## config.mk

```make
export PLATFORM = sky130hd
export DESIGN_NAME = dm_access_ctrl
export DESIGN_NICKNAME = d
export VERILOG_FILES = /design/src/rtl/dm_access_ctrl_pkg.sv /design/src/rtl/dm_lane_unit.sv /design/src/rtl/dm_access_ctrl.sv
export SDC_FILE = /design/constraint.sdc
export NUM_CORES = 1
export LEC_CHECK = 0
export ABC_AREA = 0
export BUFFER_PORTS_ARGS = -buffer_cell sky130_fd_sc_hd__buf_4
export CAP_MARGIN = 10
export CORE_MARGIN = 4
export CORE_UTILIZATION = 54
export CTS_BUF_LIST = sky130_fd_sc_hd__clkbuf_4 sky130_fd_sc_hd__clkbuf_8
export DETAILED_ROUTE_END_ITERATION = 8
export GPL_TIMING_DRIVEN = 0
export HOLD_SLACK_MARGIN = 0.05
export PLACE_DENSITY = 0.83
export RECOVER_POWER = 100
export SLEW_MARGIN = 15
export SYNTH_ARGS = -nofsm -noshare
export SYNTH_HDL_FRONTEND = slang
export SYNTH_SLANG_ARGS = --single-unit
```

## constraint.sdc

```tcl
create_clock -name clk -period 1.9 [get_ports clk]
set_input_delay 0.19 -clock clk [delete_from_list [all_inputs] [get_ports clk]]
set_output_delay 0.19 -clock clk [all_outputs]
set_load 0.01 [all_outputs]
```

## src/rtl/dm_access_ctrl_pkg.sv

```systemverilog
// Shared definitions for the data-memory access controller.
// Contents: bus widths, op encodings ({is_store, unsigned, size[1:0]}),
// big-endian lane offsets, enable/zero constants, FSM state type and
// op legality / alignment helpers.
package dm_access_ctrl_pkg;

    localparam int DMAddrBus = 32;
    localparam int DMDataBus = 32;

    localparam logic ENABLE  = 1'b1;
    localparam logic DISABLE = 1'b0;
    localparam logic [DMDataBus-1:0] ZeroWord = '0;

    // op[3] = store, op[2] = zero-extend (loads only), op[1:0] = size
    localparam logic [3:0] OP_LB  = 4'b0000;
    localparam logic [3:0] OP_LH  = 4'b0001;
    localparam logic [3:0] OP_LW  = 4'b0010;
    localparam logic [3:0] OP_LBU = 4'b0100;
    localparam logic [3:0] OP_LHU = 4'b0101;
    localparam logic [3:0] OP_SB  = 4'b1000;
    localparam logic [3:0] OP_SH  = 4'b1001;
    localparam logic [3:0] OP_SW  = 4'b1010;

    localparam logic [1:0] SZ_BYTE = 2'b00;
    localparam logic [1:0] SZ_HALF = 2'b01;
    localparam logic [1:0] SZ_WORD = 2'b10;

    // Big-endian: lane 0 is the most significant byte of the word.
    localparam logic [1:0] LANE_0 = 2'd0;
    localparam logic [1:0] LANE_1 = 2'd1;
    localparam logic [1:0] LANE_2 = 2'd2;
    localparam logic [1:0] LANE_3 = 2'd3;

    typedef enum logic [2:0] {
        ST_IDLE   = 3'd0,
        ST_LOAD   = 3'd1,
        ST_RMW_RD = 3'd2,
        ST_WRITE  = 3'd3,
        ST_RESP   = 3'd4
    } dm_state_e;

    function automatic logic op_legal(input logic [3:0] op);
        case (op)
            OP_LB, OP_LH, OP_LW, OP_LBU, OP_LHU,
            OP_SB, OP_SH, OP_SW: return 1'b1;
            default:             return 1'b0;
        endcase
    endfunction

    function automatic logic op_aligned(input logic [3:0] op, input logic [1:0] off);
        case (op[1:0])
            SZ_HALF: return ~off[0];
            SZ_WORD: return (off == 2'b00);
            default: return 1'b1;
        endcase
    endfunction

endpackage

```

## src/rtl/dm_lane_unit.sv

```systemverilog
// Combinational big-endian lane logic.
// Ports:
//   word       in  word read from memory
//   offset     in  byte offset addr[1:0]
//   op         in  request op code
//   wdata      in  store data (low byte/halfword used for SB/SH)
//   load_val   out selected lane, sign- or zero-extended to 32 bits
//   merge_word out word with the target lane replaced by store data
module dm_lane_unit
    import dm_access_ctrl_pkg::*;
(
    input  logic [31:0] word,
    input  logic [1:0]  offset,
    input  logic [3:0]  op,
    input  logic [31:0] wdata,
    output logic [31:0] load_val,
    output logic [31:0] merge_word
);

    logic [7:0]  byte_sel;
    logic [15:0] half_sel;

    always_comb begin
        byte_sel   = word[31:24];
        half_sel   = offset[1] ? word[15:0] : word[31:16];
        load_val   = word;
        merge_word = word;

        case (offset)
            LANE_0: byte_sel = word[31:24];
            LANE_1: byte_sel = word[23:16];
            LANE_2: byte_sel = word[15:8];
            LANE_3: byte_sel = word[7:0];
            default: byte_sel = word[31:24];
        endcase

        case (op[1:0])
            SZ_BYTE: load_val = op[2] ? {24'h0, byte_sel} : {{24{byte_sel[7]}}, byte_sel};
            SZ_HALF: load_val = op[2] ? {16'h0, half_sel} : {{16{half_sel[15]}}, half_sel};
            default: load_val = word;
        endcase

        if (op[3]) begin
            case (op[1:0])
                SZ_BYTE: begin
                    case (offset)
                        LANE_0: merge_word[31:24] = wdata[7:0];
                        LANE_1: merge_word[23:16] = wdata[7:0];
                        LANE_2: merge_word[15:8]  = wdata[7:0];
                        LANE_3: merge_word[7:0]   = wdata[7:0];
                        default: merge_word = word;
                    endcase
                end
                SZ_HALF: begin
                    if (offset[1]) merge_word[15:0]  = wdata[15:0];
                    else           merge_word[31:16] = wdata[15:0];
                end
                // A full-word store replaces everything.
                default: merge_word = wdata;
            endcase
        end
    end

endmodule

```

## src/rtl/dm_access_ctrl.sv

```systemverilog
// MEM-stage initiator for a big-endian, byte-addressed data memory with
// async read and word-only write. Byte/halfword stores are read-modify-write.
// Ports:
//   clk, rst                       clock, synchronous active-high reset
//   req_valid/req_ready            request handshake: a request transfers on a
//                                  rising edge where both are high; req_ready is
//                                  high only in IDLE; req_* are ignored otherwise
//   req_op, req_addr, req_wdata    request fields (latched on acceptance)
//   resp_valid                     one-cycle completion pulse
//   resp_rdata, err_o              result and error flag, valid with resp_valid
//   busy_o                         high in every state but IDLE (pipeline stall)
//   mem_ce, mem_wrn, mem_addr,
//   mem_wdata, mem_rdata           data memory interface
//   dbg_state                      current FSM state, for observation only
// DATA_W must be 32; the lane logic is built for 32-bit words.
module dm_access_ctrl
    import dm_access_ctrl_pkg::*;
#(
    parameter int ADDR_W = DMAddrBus,
    parameter int DATA_W = DMDataBus
) (
    input  logic              clk,
    input  logic              rst,
    input  logic              req_valid,
    output logic              req_ready,
    input  logic [3:0]        req_op,
    input  logic [ADDR_W-1:0] req_addr,
    input  logic [DATA_W-1:0] req_wdata,
    output logic              resp_valid,
    output logic [DATA_W-1:0] resp_rdata,
    output logic              err_o,
    output logic              busy_o,
    output logic              mem_ce,
    output logic              mem_wrn,
    output logic [ADDR_W-1:0] mem_addr,
    output logic [DATA_W-1:0] mem_wdata,
    input  logic [DATA_W-1:0] mem_rdata,
    output dm_state_e         dbg_state
);

    dm_state_e         state_q, state_d;
    logic [3:0]        op_q;
    logic [ADDR_W-1:0] addr_q;
    logic [DATA_W-1:0] wdata_q;
    logic [DATA_W-1:0] merge_q;
    logic [DATA_W-1:0] rdata_q;
    logic              err_q;

    logic              req_ok;
    logic              ce_raw, wrn_raw;
    logic [DATA_W-1:0] load_val, merge_word;

    assign req_ok = op_legal(req_op) && op_aligned(req_op, req_addr[1:0]);

    dm_lane_unit u_lane (
        .word       (mem_rdata),
        .offset     (addr_q[1:0]),
        .op         (op_q),
        .wdata      (wdata_q),
        .load_val   (load_val),
        .merge_word (merge_word)
    );

    always_ff @(posedge clk) begin
        if (rst) begin
            state_q <= ST_IDLE;
            op_q    <= '0;
            addr_q  <= '0;
            wdata_q <= '0;
            merge_q <= '0;
            rdata_q <= '0;
            err_q   <= 1'b0;
        end else begin
            state_q <= state_d;
            case (state_q)
                ST_IDLE: begin
                    if (req_valid) begin
                        op_q    <= req_op;
                        addr_q  <= req_addr;
                        wdata_q <= req_wdata;
                        err_q   <= ~req_ok;
                        // Stores and errors report zero data.
                        rdata_q <= ZeroWord;
                    end
                end
                ST_LOAD:   rdata_q <= load_val;
                ST_RMW_RD: merge_q <= merge_word;
                default: ;
            endcase
        end
    end

    always_comb begin
        state_d    = state_q;
        resp_valid = 1'b0;
        ce_raw     = DISABLE;
        wrn_raw    = DISABLE;
        mem_addr   = '0;
        mem_wdata  = ZeroWord;

        case (state_q)
            ST_IDLE: begin
                if (req_valid) begin
                    if (!req_ok)                     state_d = ST_RESP;
                    else if (!req_op[3])             state_d = ST_LOAD;
                    else if (req_op[1:0] == SZ_WORD) state_d = ST_WRITE;
                    else                             state_d = ST_RMW_RD;
                end
            end
            ST_LOAD: begin
                ce_raw   = ENABLE;
                mem_addr = {addr_q[ADDR_W-1:2], 2'b00};
                state_d  = ST_RESP;
            end
            ST_RMW_RD: begin
                ce_raw   = ENABLE;
                mem_addr = {addr_q[ADDR_W-1:2], 2'b00};
                state_d  = ST_WRITE;
            end
            ST_WRITE: begin
                ce_raw    = ENABLE;
                wrn_raw   = ENABLE;
                mem_addr  = {addr_q[ADDR_W-1:2], 2'b00};
                mem_wdata = (op_q[1:0] == SZ_WORD) ? wdata_q : merge_q;
                state_d   = ST_RESP;
            end
            ST_RESP: begin
                resp_valid = 1'b1;
                state_d    = ST_IDLE;
            end
            default: state_d = ST_IDLE;
        endcase
    end

    // Reset must kill an in-flight write before the edge that would commit it.
    assign mem_ce     = ce_raw  & ~rst;
    assign mem_wrn    = wrn_raw & ~rst;

    assign busy_o     = (state_q != ST_IDLE);
    assign req_ready  = ~busy_o;
    assign resp_rdata = rdata_q;
    assign err_o      = err_q & (state_q == ST_RESP);
    assign dbg_state  = state_q;

endmodule

```

Word-level counts from Yosys, hierarchy flattened

Memories as Yosys holds them, arrays and structs flattened.
Index checks and enable logic that the tools add are counted.

Div/mod/pow operators: 0
Multiplexer cells: 27
Add/subtract/negate cells: 0
Shift operators: 0
$mul: 0
Equal/unequal tests: 12
Order comparisons: 0
Reductions and logical operators: 11
Bitwise gates (word level): 7

Operators by type and width:

| cell               | count |
|---|---|
| $mux 32            | 7 |
| $pmux 32 s2        | 3 |
| $mux 16            | 3 |
| $mux 8             | 4 |
| $pmux 8 s4         | 1 |
| $pmux 3 s3         | 1 |
| $eq 2x2->1 const B | 4 |
| $eq 2x1->1 const B | 3 |
| $eq 3x2->1 const B | 2 |
| $logic_not 2->1    | 3 |
| $mux 3             | 2 |
| $mux 1             | 4 |
| $not 1->1          | 4 |
| $reduce_and 2->1   | 2 |
| $and 1x1->1        | 3 |
| $eq 3x1->1 const B | 1 |
| $eq 3x3->1 const B | 1 |
| $logic_not 3->1    | 1 |
| $reduce_bool 3->1  | 1 |
| $reduce_or 3->1    | 1 |
| $mux 2             | 1 |
| $ne 2x2->1 const B | 1 |
| $pmux 1 s2         | 1 |
| $reduce_bool 2->1  | 1 |
| other kinds (2)    | 2 |

ROM bits: 16
Bits in writable memories: 0
Flip-flop bits (word level): 136
Output and inout bits: 105
Memories: 1
Latch bits: 0

Memory list:

| name             | depth | bits a word | rd ports | clocked after Yosys merged registers in | write ports | RTL line                 | RTL |
|---|---|---|---|---|---|---|---|
| (name not given) | 16    | 1           | 1        | 0                                       | 0           | dm_access_ctrl_pkg.sv:43 | `case (op)` |

Depth between registers and ports, before layout

Depth after elaboration: 6
Depth in mapped cells: 7

By module

Synthesis repeated with hierarchy kept, for this count alone.

Cells, all modules: 1,022
Area, all modules: 7,193.1 µm²

Modules (own cells, without submodules):

| module         | area an instance (µm²) | times used | cells an instance |
|---|---|---|---|
| dm_access_ctrl | 5,615.4                | 1          | 765 |
| dm_lane_unit   | 1,577.8                | 1          | 257 |

Least setup slack after synthesis

No wires, ideal clock.

Kind: register to register
Start: register addr_q[1]
End: register rdata_q[21], in the netlist resp_rdata[21]
Data arrival time: 1.395 ns
Path slack: 0.384 ns
Required time: 1.778 ns
Stages on the path, launching flop included: 7
Period minus slack after synthesis: 1.516 ns
Path through: dfxtp_1 -> buf_6 -> mux2_2 -> mux2i_4 -> nor4_4 -> buf_6 -> a221o_1

Cells in the longest elaborated chain, start to end: 5

RTL lines:

| what                               | RTL line             | RTL |
|---|---|---|
| start: declaration                 | dm_access_ctrl.sv:43 | `logic [ADDR_W-1:0] addr_q;` |
| start signal: assignment           | dm_access_ctrl.sv:79 | `addr_q <= req_addr;` |
| $eq 2x2->1 (tied with other cells) | dm_lane_unit.sv:29   | `case (offset)` |
| $pmux 8 s4                         | dm_lane_unit.sv:29   |  |
| $mux 32                            | dm_lane_unit.sv:38   | `SZ_BYTE: load_val = op[2] ? {24'h0, byte_sel} : {{24{byte_sel[7]}}, byte_sel};` |
| $pmux 32 s2 *                      | dm_lane_unit.sv:37   | `case (op[1:0])` |
| $pmux 32 s2 *                      | dm_access_ctrl.sv:75 | `case (state_q)` |
| end signal: assignment             | dm_access_ctrl.sv:83 | `rdata_q <= ZeroWord;` |
| end signal: assignment             | dm_access_ctrl.sv:86 | `ST_LOAD: rdata_q <= load_val;` |
| end: declaration                   | dm_access_ctrl.sv:46 | `logic [DATA_W-1:0] rdata_q;` |

Every way passes the cells marked *; elsewhere a longest branch is shown, timed or not.
A chain may end at the register's enable or synchronous reset.

Worst setup path in the final report

Start: register op_q[0]
End: output port mem_wdata[9]

Cells in the longest elaborated chain, start to end: 3

RTL lines:

| what                     | RTL line              | RTL |
|---|---|---|
| start: declaration       | dm_access_ctrl.sv:42  | `logic [3:0] op_q;` |
| start signal: assignment | dm_access_ctrl.sv:78  | `op_q <= req_op;` |
| $eq 2x2->1               | dm_access_ctrl.sv:124 | `mem_wdata = (op_q[1:0] == SZ_WORD) ? wdata_q : merge_q;` |
| $mux 32                  | dm_access_ctrl.sv:124 |  |
| $mux 32                  | dm_access_ctrl.sv:101 | `case (state_q)` |
| end: declaration         | dm_access_ctrl.sv:36  | `output logic [DATA_W-1:0] mem_wdata,` |

Every way passes these cells.

==> summary.txt <==
Floorplan
  – Top Ports: 208
  – Core Rows: 41
  – Initial Utilization: roughly 55%
  – Core area: 12600 um2
  – Die ar.: 14700 um2
  – Die height: roughly 120 um
  – Die width: 121 um

Power and ir drop
  – PnR Total Power: 0.00707 W
  – PD cells: approximately 670 nW/um2
  – Leak Pwr: 4.26 nW
  – Max rail drop VDD: 0.622 mV

Layout
  – Fin cells: 1414
  – Layout area overhead: 54.1%
  – Layout cells sized above 1: 28.8%
  – N_diodes: 0
  – Fin area: roughly 11000 um2
  – NumNets Final: 1336

Placement
  – Post-Place Cells: between 1000 and 1500
  – Placed cell areas: 8660 um2
  – Setup Slack @ Placement: -0.0683 ns
  – HPWL Detailed: 18200 um
  – Placer congestion estimate: 0.995
  – I/O Buffers: 205

Yosys
  – Synth area leader: dfxtp_1
  – Yosys reg bits: 136
  – Synth top area share: 39.4%
  – Primary FF master, synth: dfxtp_1
  – Largest cells by area after synthesis: dfxtp_1 39%, nand2_1 12%, a21oi_1 7.5%
  – YS warnings: 0
  – Yosys cell types: 57
  – Part of the Yosys area used for sequential elements: between 30 and 40%
  – EDFF count, synth: 0
  – Post-synthesis area per instance: ~7.8 um2
  – Post-Synthesis Cell Area: 6900 um2
  – Synthesized instance count: 889
  – Post-synth ARST share: 0%

STA
  – Worst setup margin: -0.108 ns
  – Final Hold Vio Count: 0
  – Final setup viols: 20
  – Tmin final: 2.01 ns
  – Slew headroom: 54.0%
  – Fin crit share: 106%
  – Fmax achieved: 498 MHz
  – Measured slew at the worst slew-check pin: 0.689 ns
  – RSZ-0062 raised after global routing: yes
  – Worst Skew: between 0.01 and 0.015 ns
  – Fin. max-slew vios: 0

Min path
  – HP Class: in2reg

Clock tree
  – TritonCTS clock tree: built
  – Htree depth: 4
  – Clock transition at path regs: 0.08 ns
  – Total CTS buffers: 17
  – Worst-Skew Late Latency: 0.47 ns
  – CTS Buffer Depth: 2
  – TritonCTS Sinks: around 140
  – Root buffer cell: clkbuf_8

GRT
  – Largest net degree at the start of global routing: 17
  – Number of global-route vias before repair: 8207
  – Initial antenna violation count: 0
  – GRT overflow: 0
  – First-pass GRT wire length: 43400 um
  – GRT Util Overall: 37.6%

Drt
  – Iteration-0 DRC Markers: 1406
  – Routed vias: 8757
  – Antenna-violating nets left: 0
  – DRC: 0
  – Total routed wirelength: 30900 um
  – DR WL/cell: 21.8 um
  – Post-DR vias/cell: 6.19
  – Drt first pass iters: 9

Setup path
  – Data required, critical path: 1.71 ns
  – Setup CP Type: reg2out
  – Arr. time, crit path: 1.82 ns
  – CP max FO: 6
  – CP Capture Type: output port
  – CP Launch Type: register

Flow run
  – Max cap viols: 0

Outcome
  – Failing checks: negative setup slack
  – Status: complete, but fails checks
-- timing repair --
action,in CTS,in global routing
pin swaps,3,15
hold endpoints to repair,94,0
cloned,3,1
endpoints found under the setup margin,63,98
buffers inserted,11,9
gates resized for setup,86,86
hold buffers,93,0
-- layer usage --
metal | up-vias | share of wire (%) | global-route usage, %
met1 | 4048 | 36 | 45.7
met2 | 743 | 45 | 62.8
met3 | 193 | 12 | 9.23
li1 | 3773 | - | -
met5 | - | 0 | 0
met4 | 0 | 6.3 | 17.4
-- critical path: stages, from the launching register on --
cell and delay, ns:
dfxtp_4 0.37, buf_8 0.12, nor2_4 0.12, buf_12 0.15
buf_8 0.13, nand2_2 0.09, a21oi_4 0.24, buf_6 0.13
-- per-stage QoR --
step | util (%) | hold WS [ns] | setup TNS (ns)
finish | 84.6 | 0.106 | -0.604
global route | 84.6 | 0.104 | -1.87
CTS | 82.6 | 0.0822 | -0.000826
detailed placement | 68.9 | 0.442 | -0.320
global placement | 68.9 | 0.437 | -0.533
floorplan | - | 0.326 | 0
-- final cells by class --
| type | count | area (um2) |
|---|---|---|
| repair buffers | 322 | 2660 |
| inverters | 14 | 52.6 |
| clock inverters | 6 | 43.8 |
| clock buffers | 25 | 313 |
| flip-flops and latches | 136 | 2730 |
| well taps | 172 | 215 |
| multi-input cells | 667 | 4120 |
| fillers | 707 | 1930 |
| plain buffers | 72 | 499 |
-- registers in the layout (all words and copies together), names as in the netlist --
register and count:
addr_q 32, merge_q 32, resp_rdata 32, wdata_q 32, op_q 4, dbg_state 3, err_q 1
-- cell usage in the layout (no fill, tap or decap), drive strengths merged, types with 3 or more instances in the layout --
master / count
a211oi: 9
a21o: 5
a21oi: 104
a221o: 19
a221oi: 9
a22o: 7
a22oi: 21
a311o: 6
a31oi: 7
and2: 41
buf: 239
clkbuf: 87
clkinvlp: 4
dfxtp: 136
dlygate4sd3: 93
ha: 3
inv: 14
mux2i: 16
nand2: 229
nand2b: 30
nand3: 3
nor2: 38
nor2b: 8
nor3: 5
o211ai: 15
o21ai: 45
o21bai: 9
o221ai: 7
o2bb2ai: 9
-- where the power goes --
group,internal (W),leakage (nW),switching [W]
Clock,0.00107,0.175,0.00117
Sequential,0.00300,1.11,0.000160
Combinational,0.000725,2.98,0.000941
Total,0.00480,4.26,0.00227
-- synthesized netlist by cell type (all sizes together), types with 3 or more instances --
cell and n:
o221ai 7, nand2 229, nand2b 30, inv 14
a311o 6, o21bai 9, nor2 38, a21o 5
clkbuf 30, o211ai 15, nor2b 8, a31oi 7
buf 43, nor3 5, nand3 3, dfxtp 136
and2 41, a22oi 21, a21oi 104, o2bb2ai 9
a221o 19, o21ai 45, ha 3, a22o 7
a211oi 9, mux2i 16, a221oi 9
-- cell families after synthesis --
group	count (synthesis)	synth area share, %
adder cells (fa/ha/maj)	3	0.544
multiplexers	19	3.15
AO/OA/AOI/OAI	277	26.3
buffers and inverters	87	5.85
other	1	0.0543
flip-flops	136	39.4
AND/OR/NAND/NOR	366	24.7
-- final timing paths --
check	slack, ns	startpoint	depth (start not counted)	end
hold reg to reg	0.45	addr_q[19]$_SDFFE_PP0P_	2	addr_q[19]$_SDFFE_PP0P_
setup / recovery	-0.11	op_q[0]$_SDFFE_PP0P_	7	mem_wdata[9]
hold / removal	0.11	mem_rdata[7]	3	resp_rdata[7]$_SDFFE_PP0P_
setup reg to reg	0	dbg_state[0]$_SDFFE_PP0P_	6	merge_q[9]$_SDFFE_PP0P_
No activity file was read; power rests on OpenSTA's default activity.
